**src/rtl/menu_button_ctrl.sv**
```systemverilog
// menu_button_ctrl
// Mouse-driven menu buttons (Start, Connect) and the link handshake that the
// Connect button starts.
//   clk, rst                 : clock, synchronous active-high reset
//   mouse_x, mouse_y         : pointer position in screen pixels
//   MOUSE_LEFT               : left button level, 1 = pressed
//   link_ack, link_lost      : one-cycle pulses from the link block
//   mouse_on_start_button    : pointer is over Start (registered)
//   mouse_on_connect_button  : pointer is over Connect (registered)
//   start_pulse              : one-cycle pulse when Start is clicked
//   connect_req              : level, a connection request is outstanding
//   connected                : level, the link is up
module menu_button_ctrl #(
  parameter logic [9:0]  START_X0 = 10'd220,
  parameter logic [9:0]  START_X1 = 10'd419,
  parameter logic [9:0]  START_Y0 = 10'd200,
  parameter logic [9:0]  START_Y1 = 10'd299,
  parameter logic [9:0]  CONN_X0  = 10'd220,
  parameter logic [9:0]  CONN_X1  = 10'd419,
  parameter logic [9:0]  CONN_Y0  = 10'd320,
  parameter logic [9:0]  CONN_Y1  = 10'd419,
  parameter logic [23:0] TIMEOUT  = 24'd10_000_000
) (
  input  logic       clk,
  input  logic       rst,
  input  logic [9:0] mouse_x,
  input  logic [9:0] mouse_y,
  input  logic       MOUSE_LEFT,
  input  logic       link_ack,
  input  logic       link_lost,
  output logic       mouse_on_start_button,
  output logic       mouse_on_connect_button,
  output logic       start_pulse,
  output logic       connect_req,
  output logic       connected
);

  typedef enum logic [1:0] {C_IDLE, C_PRESS_START, C_PRESS_CONN, C_PRESS_NONE} click_e;
  typedef enum logic [1:0] {L_DISC, L_REQ, L_CONN} link_e;

  click_e      click_q, click_d;
  link_e       link_q, link_d;
  logic [23:0] cnt_q, cnt_d;
  logic        hov_s_q, hov_s_d, hov_c_q, hov_c_d;
  logic        left_q;
  logic        start_pulse_q, start_pulse_d;
  logic        conn_click_q, conn_click_d;
  logic        connect_req_q, connected_q;
  logic        press, release_ev;

  // Inclusive rectangle tests on the live pointer position
  assign hov_s_d = (mouse_x >= START_X0) && (mouse_x <= START_X1) &&
                   (mouse_y >= START_Y0) && (mouse_y <= START_Y1);
  assign hov_c_d = (mouse_x >= CONN_X0) && (mouse_x <= CONN_X1) &&
                   (mouse_y >= CONN_Y0) && (mouse_y <= CONN_Y1);

  assign press      =  MOUSE_LEFT && !left_q;
  assign release_ev = !MOUSE_LEFT &&  left_q;

  // Click FSM: a click counts only if press and release both happen over the
  // same button, judged by the registered hover flags.
  always_comb begin
    click_d       = click_q;
    start_pulse_d = 1'b0;
    conn_click_d  = 1'b0;
    case (click_q)
      C_IDLE: if (press) begin
        if (hov_s_q)      click_d = C_PRESS_START;
        else if (hov_c_q) click_d = C_PRESS_CONN;
        else              click_d = C_PRESS_NONE;
      end
      C_PRESS_START: if (release_ev) begin
        click_d       = C_IDLE;
        start_pulse_d = hov_s_q;
      end
      C_PRESS_CONN: if (release_ev) begin
        click_d      = C_IDLE;
        conn_click_d = hov_c_q;
      end
      C_PRESS_NONE: if (release_ev) click_d = C_IDLE;
      default: click_d = C_IDLE;
    endcase
  end

  // Link FSM: lost beats ack beats timeout while a request is pending.
  always_comb begin
    link_d = link_q;
    cnt_d  = cnt_q;
    case (link_q)
      L_DISC: if (conn_click_q) begin
        link_d = L_REQ;
        cnt_d  = '0;
      end
      L_REQ: begin
        if (link_lost)                       link_d = L_DISC;
        else if (link_ack)                   link_d = L_CONN;
        else if (cnt_q == TIMEOUT - 24'd1)   link_d = L_DISC;
        else                                 cnt_d  = cnt_q + 24'd1;
      end
      L_CONN: if (link_lost) link_d = L_DISC;
      default: link_d = L_DISC;
    endcase
  end

  always_ff @(posedge clk) begin
    if (rst) begin
      click_q       <= C_IDLE;
      link_q        <= L_DISC;
      cnt_q         <= '0;
      hov_s_q       <= 1'b0;
      hov_c_q       <= 1'b0;
      left_q        <= 1'b0;
      start_pulse_q <= 1'b0;
      conn_click_q  <= 1'b0;
      connect_req_q <= 1'b0;
      connected_q   <= 1'b0;
    end else begin
      click_q       <= click_d;
      link_q        <= link_d;
      cnt_q         <= cnt_d;
      hov_s_q       <= hov_s_d;
      hov_c_q       <= hov_c_d;
      left_q        <= MOUSE_LEFT;
      start_pulse_q <= start_pulse_d;
      conn_click_q  <= conn_click_d;
      // Decoded from next state so the levels line up with link_q
      connect_req_q <= (link_d == L_REQ);
      connected_q   <= (link_d == L_CONN);
    end
  end

  assign mouse_on_start_button   = hov_s_q;
  assign mouse_on_connect_button = hov_c_q;
  assign start_pulse             = start_pulse_q;
  assign connect_req             = connect_req_q;
  assign connected               = connected_q;

endmodule

```
**config.mk**
```make
export PLATFORM = sky130hd
export DESIGN_NAME = menu_button_ctrl
export DESIGN_NICKNAME = d
export VERILOG_FILES = /design/src/rtl/menu_button_ctrl.sv
export SDC_FILE = /design/constraint.sdc
export NUM_CORES = 1
export LEC_CHECK = 0
export BUFFER_PORTS_ARGS = -buffer_cell sky130_fd_sc_hd__buf_2
export CORE_ASPECT_RATIO = 0.7
export CORE_MARGIN = 2
export CORE_UTILIZATION = 25
export DETAILED_ROUTE_END_ITERATION = 6
export GPL_TIMING_DRIVEN = 0
export PLACE_DENSITY = 0.51
export SETUP_SLACK_MARGIN = 0.5
export SLEW_MARGIN = 0
export SYNTH_ARGS = -nofsm -noshare
export SYNTH_HDL_FRONTEND = slang
export SYNTH_SLANG_ARGS = --single-unit
export TNS_END_PERCENT = 30
```
**constraint.sdc**
```tcl
create_clock -name clk -period 5.2 [get_ports clk]
set_input_delay 0.78 -clock clk [delete_from_list [all_inputs] [get_ports clk]]
set_output_delay 0.78 -clock clk [all_outputs]
set_load 0.01 [all_outputs]
```
== After elaboration in Yosys (flattened, before gate mapping) ==
Index checks and enable logic that the tools add are counted.
Widths: inputs -> output; s select.

* Register bits after elaboration: 35

* Add/subtract/negate cells: 1
* Magnitude comparators: 6
* Equal/unequal tests: 14
* Mux-type cells: 16
* Bitwise logic cells: 3
* Reduce and logical (&&, ||, !) cells: 17

{| class="wikitable"
|+ Operators with widths
! kind !! number
|-
| $mux 24 || 4
|-
| $pmux 24 s2 || 1
|-
| $le 10x9->1 const B || 3
|-
| $add 24x1->24 const B || 1
|-
| $eq 24x24->1 const B || 1
|-
| $ge 10x8->1 const B || 2
|-
| $mux 2 || 8
|-
| $ge 10x9->1 const B || 1
|-
| $ne 2x2->1 const B || 5
|-
| $reduce_or 3->1 || 3
|-
| $eq 2x2->1 const B || 4
|-
| $logic_and 1x1->1 || 7
|-
| $eq 2x1->1 const B || 3
|-
| $pmux 2 s3 || 1
|-
| $reduce_and 5->1 || 1
|-
| $logic_not 2->1 || 2
|-
| $pmux 2 s2 || 1
|-
| $not 1->1 || 3
|-
| $logic_not 1->1 || 2
|-
| $ne 2x1->1 const B || 1
|-
| $reduce_and 2->1 || 1
|-
| $reduce_bool 2->1 || 1
|-
| $mux 1 || 1
|}

== Logic depth before layout (Yosys ltp) ==
* Word-level depth: 6
* Mapped depth: 7
* Gate-level depth less buffers: 6

== Worst setup path after synthesis ==
Ideal clock, no wire load.

* Path kind: input -> register
* Start point: in link_lost
* End point: reg cnt_q[8]
* Setup time: 69 ps
* Arrival: 2317 ps
* Required time: 5131 ps
* Path slack: 2814 ps
* Cell stages on the path: 6
* Buffers on the path: 1
* Path through: or4b_1 > clkbuf_1 > a21oi_2 > nand4_1 > or4_1 > o21ai_1

* Longest elaborated chain between the ends: 2

{| class="wikitable"
|+ RTL lines
! what !! RTL line !! text
|-
| from (decl) || 30 || <nowiki>input logic link_lost,</nowiki>
|-
| $ne 2x2->1 (no source line) || -- ||
|-
| $reduce_and 5->1 (no source line) || -- ||
|-
| to (signal assigned) || 120 || <nowiki>cnt_q <= cnt_d;</nowiki>
|-
| to (decl) || 43 || <nowiki>logic [23:0] cnt_q, cnt_d;</nowiki>
|}

No other way between the ends.
A chain may end at the register's enable or synchronous reset.

== Worst setup path after layout ==
* Start point: in link_lost
* End point: reg cnt_q[14]

Same word-level chain as after synthesis.

==> flow_summary_export.csv <==
group,metric,value,unit
run_status,status,"finished, final reports clean",
sta,fmax,409,MHz
sta,rsz0062_at_grt,"false",
clock_network,cts_tree,"done",
routing,ant_nets,0,
routing,drt-total-wl,3750,um
power,irDropWorstVdd,0.000102,V
critical_path,path_class,"in -> reg",
yosys,synth_seq_cells,35,
clock_network,cts_max_path_buffers,2,
yosys,syn_nets,230,
yosys,async_reset_ff_frac,0,
yosys,synth-simple-area-share,0.357,
clock_network,cts_root_buffer,"clkbuf_8",
yosys,netlist_area,0.00172,mm2
critical_path,worstPathMaxFanout,8,
placement,gp_congestion,0.776,
placement,place_area,0.00197,mm2
final_layout,largest_reg_flops,24,
yosys,synth_adder_area_share,0.00726,
yosys,synth_top_family_by_area,"simple AND/OR/NAND/NOR gates",
floorplan,die_h,73.5,um
clock_network,clk_pin_slew_worst_paths,70,ps
yosys,synth_cells,204,
clock_network,cts.htree.levels,2,
sta,hold_ws,473,ps
yosys,synth_edf_count,0,
yosys,yosys_warnings,0,
floorplan,ios,30,
floorplan,die_area,0.00758,mm2
final_layout,design_area,0.00208,mm2
grt,grt_pass1_vias,1443,
routing,drt-pass1-iter-count,4,
yosys,yosys-top-cells-area,"dfxtp_1 (41%), xor2_1 (6.1%), nor2_1 (5.0%)",
critical_path,crit_required,5410,ps
placement,portBuffers,25,
final_layout,drive_gt1_frac,0.203,
final_layout,fin_util,0.310,
critical_path,crit_top_cell,"a21oi_2",
run,drv_cap,0,
critical_path,cpMaxStageDelayCell,"or4b_1",
floorplan,coreArea,0.00673,mm2
yosys,synth.top_cell.area_share,0.407,
critical_path,startpoint_type,"input port",
grt,grt_max_degree,12,
sta,clock_skew,7.19,ps
sta,final_hold_viol_count,0,
power,leakage,0.714,nW
sta,min_period,2440,ps
yosys,synth_area_leader_cell,"dfxtp_1",
sta,fin_ws,2760,ps
placement,placedCellCount,323,
sta,worst_pin_slew,924,ps
yosys,synth_flop_cell,"dfxtp_1",
sta,min_period_over_period,0.470,
placement,dp_slack,2440,ps
critical_path,arrival,2660,ps
grt,grt_antenna_before_repair,0,
final_layout,area_growth,20.9,%
critical_path,max_stage_delay,490,ps
sta,finalSetupViolations,0,
yosys,synth_area_per_cell,8.45,um2
routing,viasPerCell,4.71,
hold_path,min_path_type,"reg -> reg",
yosys,synth_xor_area_frac,0.0661,
yosys,yosysSeqAreaShare,0.407,
routing,route.detailed.drc,0,
yosys,synth_common_cells,"dfxtp_1 (35), nor2_1 (23), nand2_1 (18)",
power,power,0.548,mW
sta,maxSlewViolCount,0,
floorplan,die_w,103,um
floorplan,std_cell_rows,25,
final_layout,regMostFlops,"cnt_q",
final_layout,final_cells,331,
clock_network,cts_hold_buf,0,
clock_network,worstSkewPairLatency,290,ps
critical_path,critPathCaptureType,"flop",
yosys,synth_compound_area_frac,0.123,
sta,tns,0,ps
routing,vias,1560,
final_layout,final_nets,262,
placement,dpl.hpwl,2860,um
clock_network,post_cts_buffers,0,
routing,drt_iter0_markers,96,
grt,grt_use_total,0.111,
critical_path,cp_cell_sequence,"buf_2, or4b_1, clkbuf_1, a21oi_2, nand4_1, or3_1, a21oi_2",
grt,grt_pass1_wl,6610,um
final_layout,diodes,0,
clock_network,numCtsBuffers,5,
floorplan,start_util,0.256,
routing,wire_per_inst,11.3,um
yosys,ys_types,40,
clock_network,ctsResizeCount,0,
power,power.density,263,mW/mm2
yosys,synth_mux_area_frac,0.0174,
yosys,yosysMostFrequentCell,"dfxtp_1",
grt,gr-total-overflow,0,
final_layout,reg_top3,"cnt_q x24, click_q x2, link_q x2",
sta,max_slew_margin,0.379,
clock_network,cts.sinks,35,
==> worst max-delay path, delay by kind of cell <==
family	cells	cell delay [ps]
simple gates	3	1020
compound gates	2	550
buf+inv	2	310
==> area by class of cell <==
type                    count  area, um2
inverters                   1       3.75
repair buffers             25        125
well taps                  94        118
flip-flops and latches     35        701
clock inverters             2       35.0
clock buffers               6       82.6
plain buffers               7       35.0
multi-input cells         161        983
fillers                   712       4640
==> power by group <==
group | total (mW) | internal [mW] | leakage, nW | switching, mW
logic | 0.0255 | 0.0114 | 0.370 | 0.0141
clock network | 0.251 | 0.155 | 0.0612 | 0.0959
registers | 0.272 | 0.270 | 0.283 | 0.00171
total | 0.548 | 0.436 | 0.714 | 0.112
==> cells in the final DEF (no fill, tap or decap), drive strengths merged, types with 3 or more instances in the layout <==
cell and count:
nor2 23, xor2 12, nand4b 3, nor2b 3
or3 6, mux2i 3, o21ai 12, nor4 3
nand3 12, dfxtp 35, nand4 8, a21oi 14
nand2 18, clkbuf 9, nor3b 4, nand2b 4
buf 29, or4 4, nor3 15
==> cell families (layout without fill, tap and decap cells) <==
logic type               after synthesis  in the layout
flip-flops                            35             35
multiplexers                           3              3
AO/OA/AOI/OAI                         33             33
XOR/XNOR                              13             13
buffers and inverters                  8             41
AND/OR/NAND/NOR                      111            111
adder cells (fa/ha/maj)                1              1
==> layer usage <==
| metal | up-vias | wire length, um | track usage | part of all wire |
|---|---|---|---|---|
| met2 | 34 | 1430 | 0.154 | 0.38 |
| met1 | 712 | 2110 | 0.165 | 0.56 |
| met4 | 0 | 61 | 0.0409 | 0.016 |
| li1 | 809 | - | - | - |
| met3 | 5 | 146 | 0.0257 | 0.039 |
| met5 | - | 0 | 0 | 0 |
==> final timing paths <==
check / slack (ps) / cells after the start / to / from
worst max-delay path: 2760 / 7 / cnt_q[14]$_SDFFE_PP0P_ / link_lost
worst min-delay path: 470 / 2 / conn_click_q$_SDFF_PP0_ / mouse_on_connect_button$_SDFF_PP0_
worst max register to register: 2990 / 6 / cnt_q[14]$_SDFFE_PP0P_ / link_q[1]$_SDFF_PP0_
worst min register to register: 470 / 2 / conn_click_q$_SDFF_PP0_ / mouse_on_connect_button$_SDFF_PP0_
(Power assumes the default switching activity.)
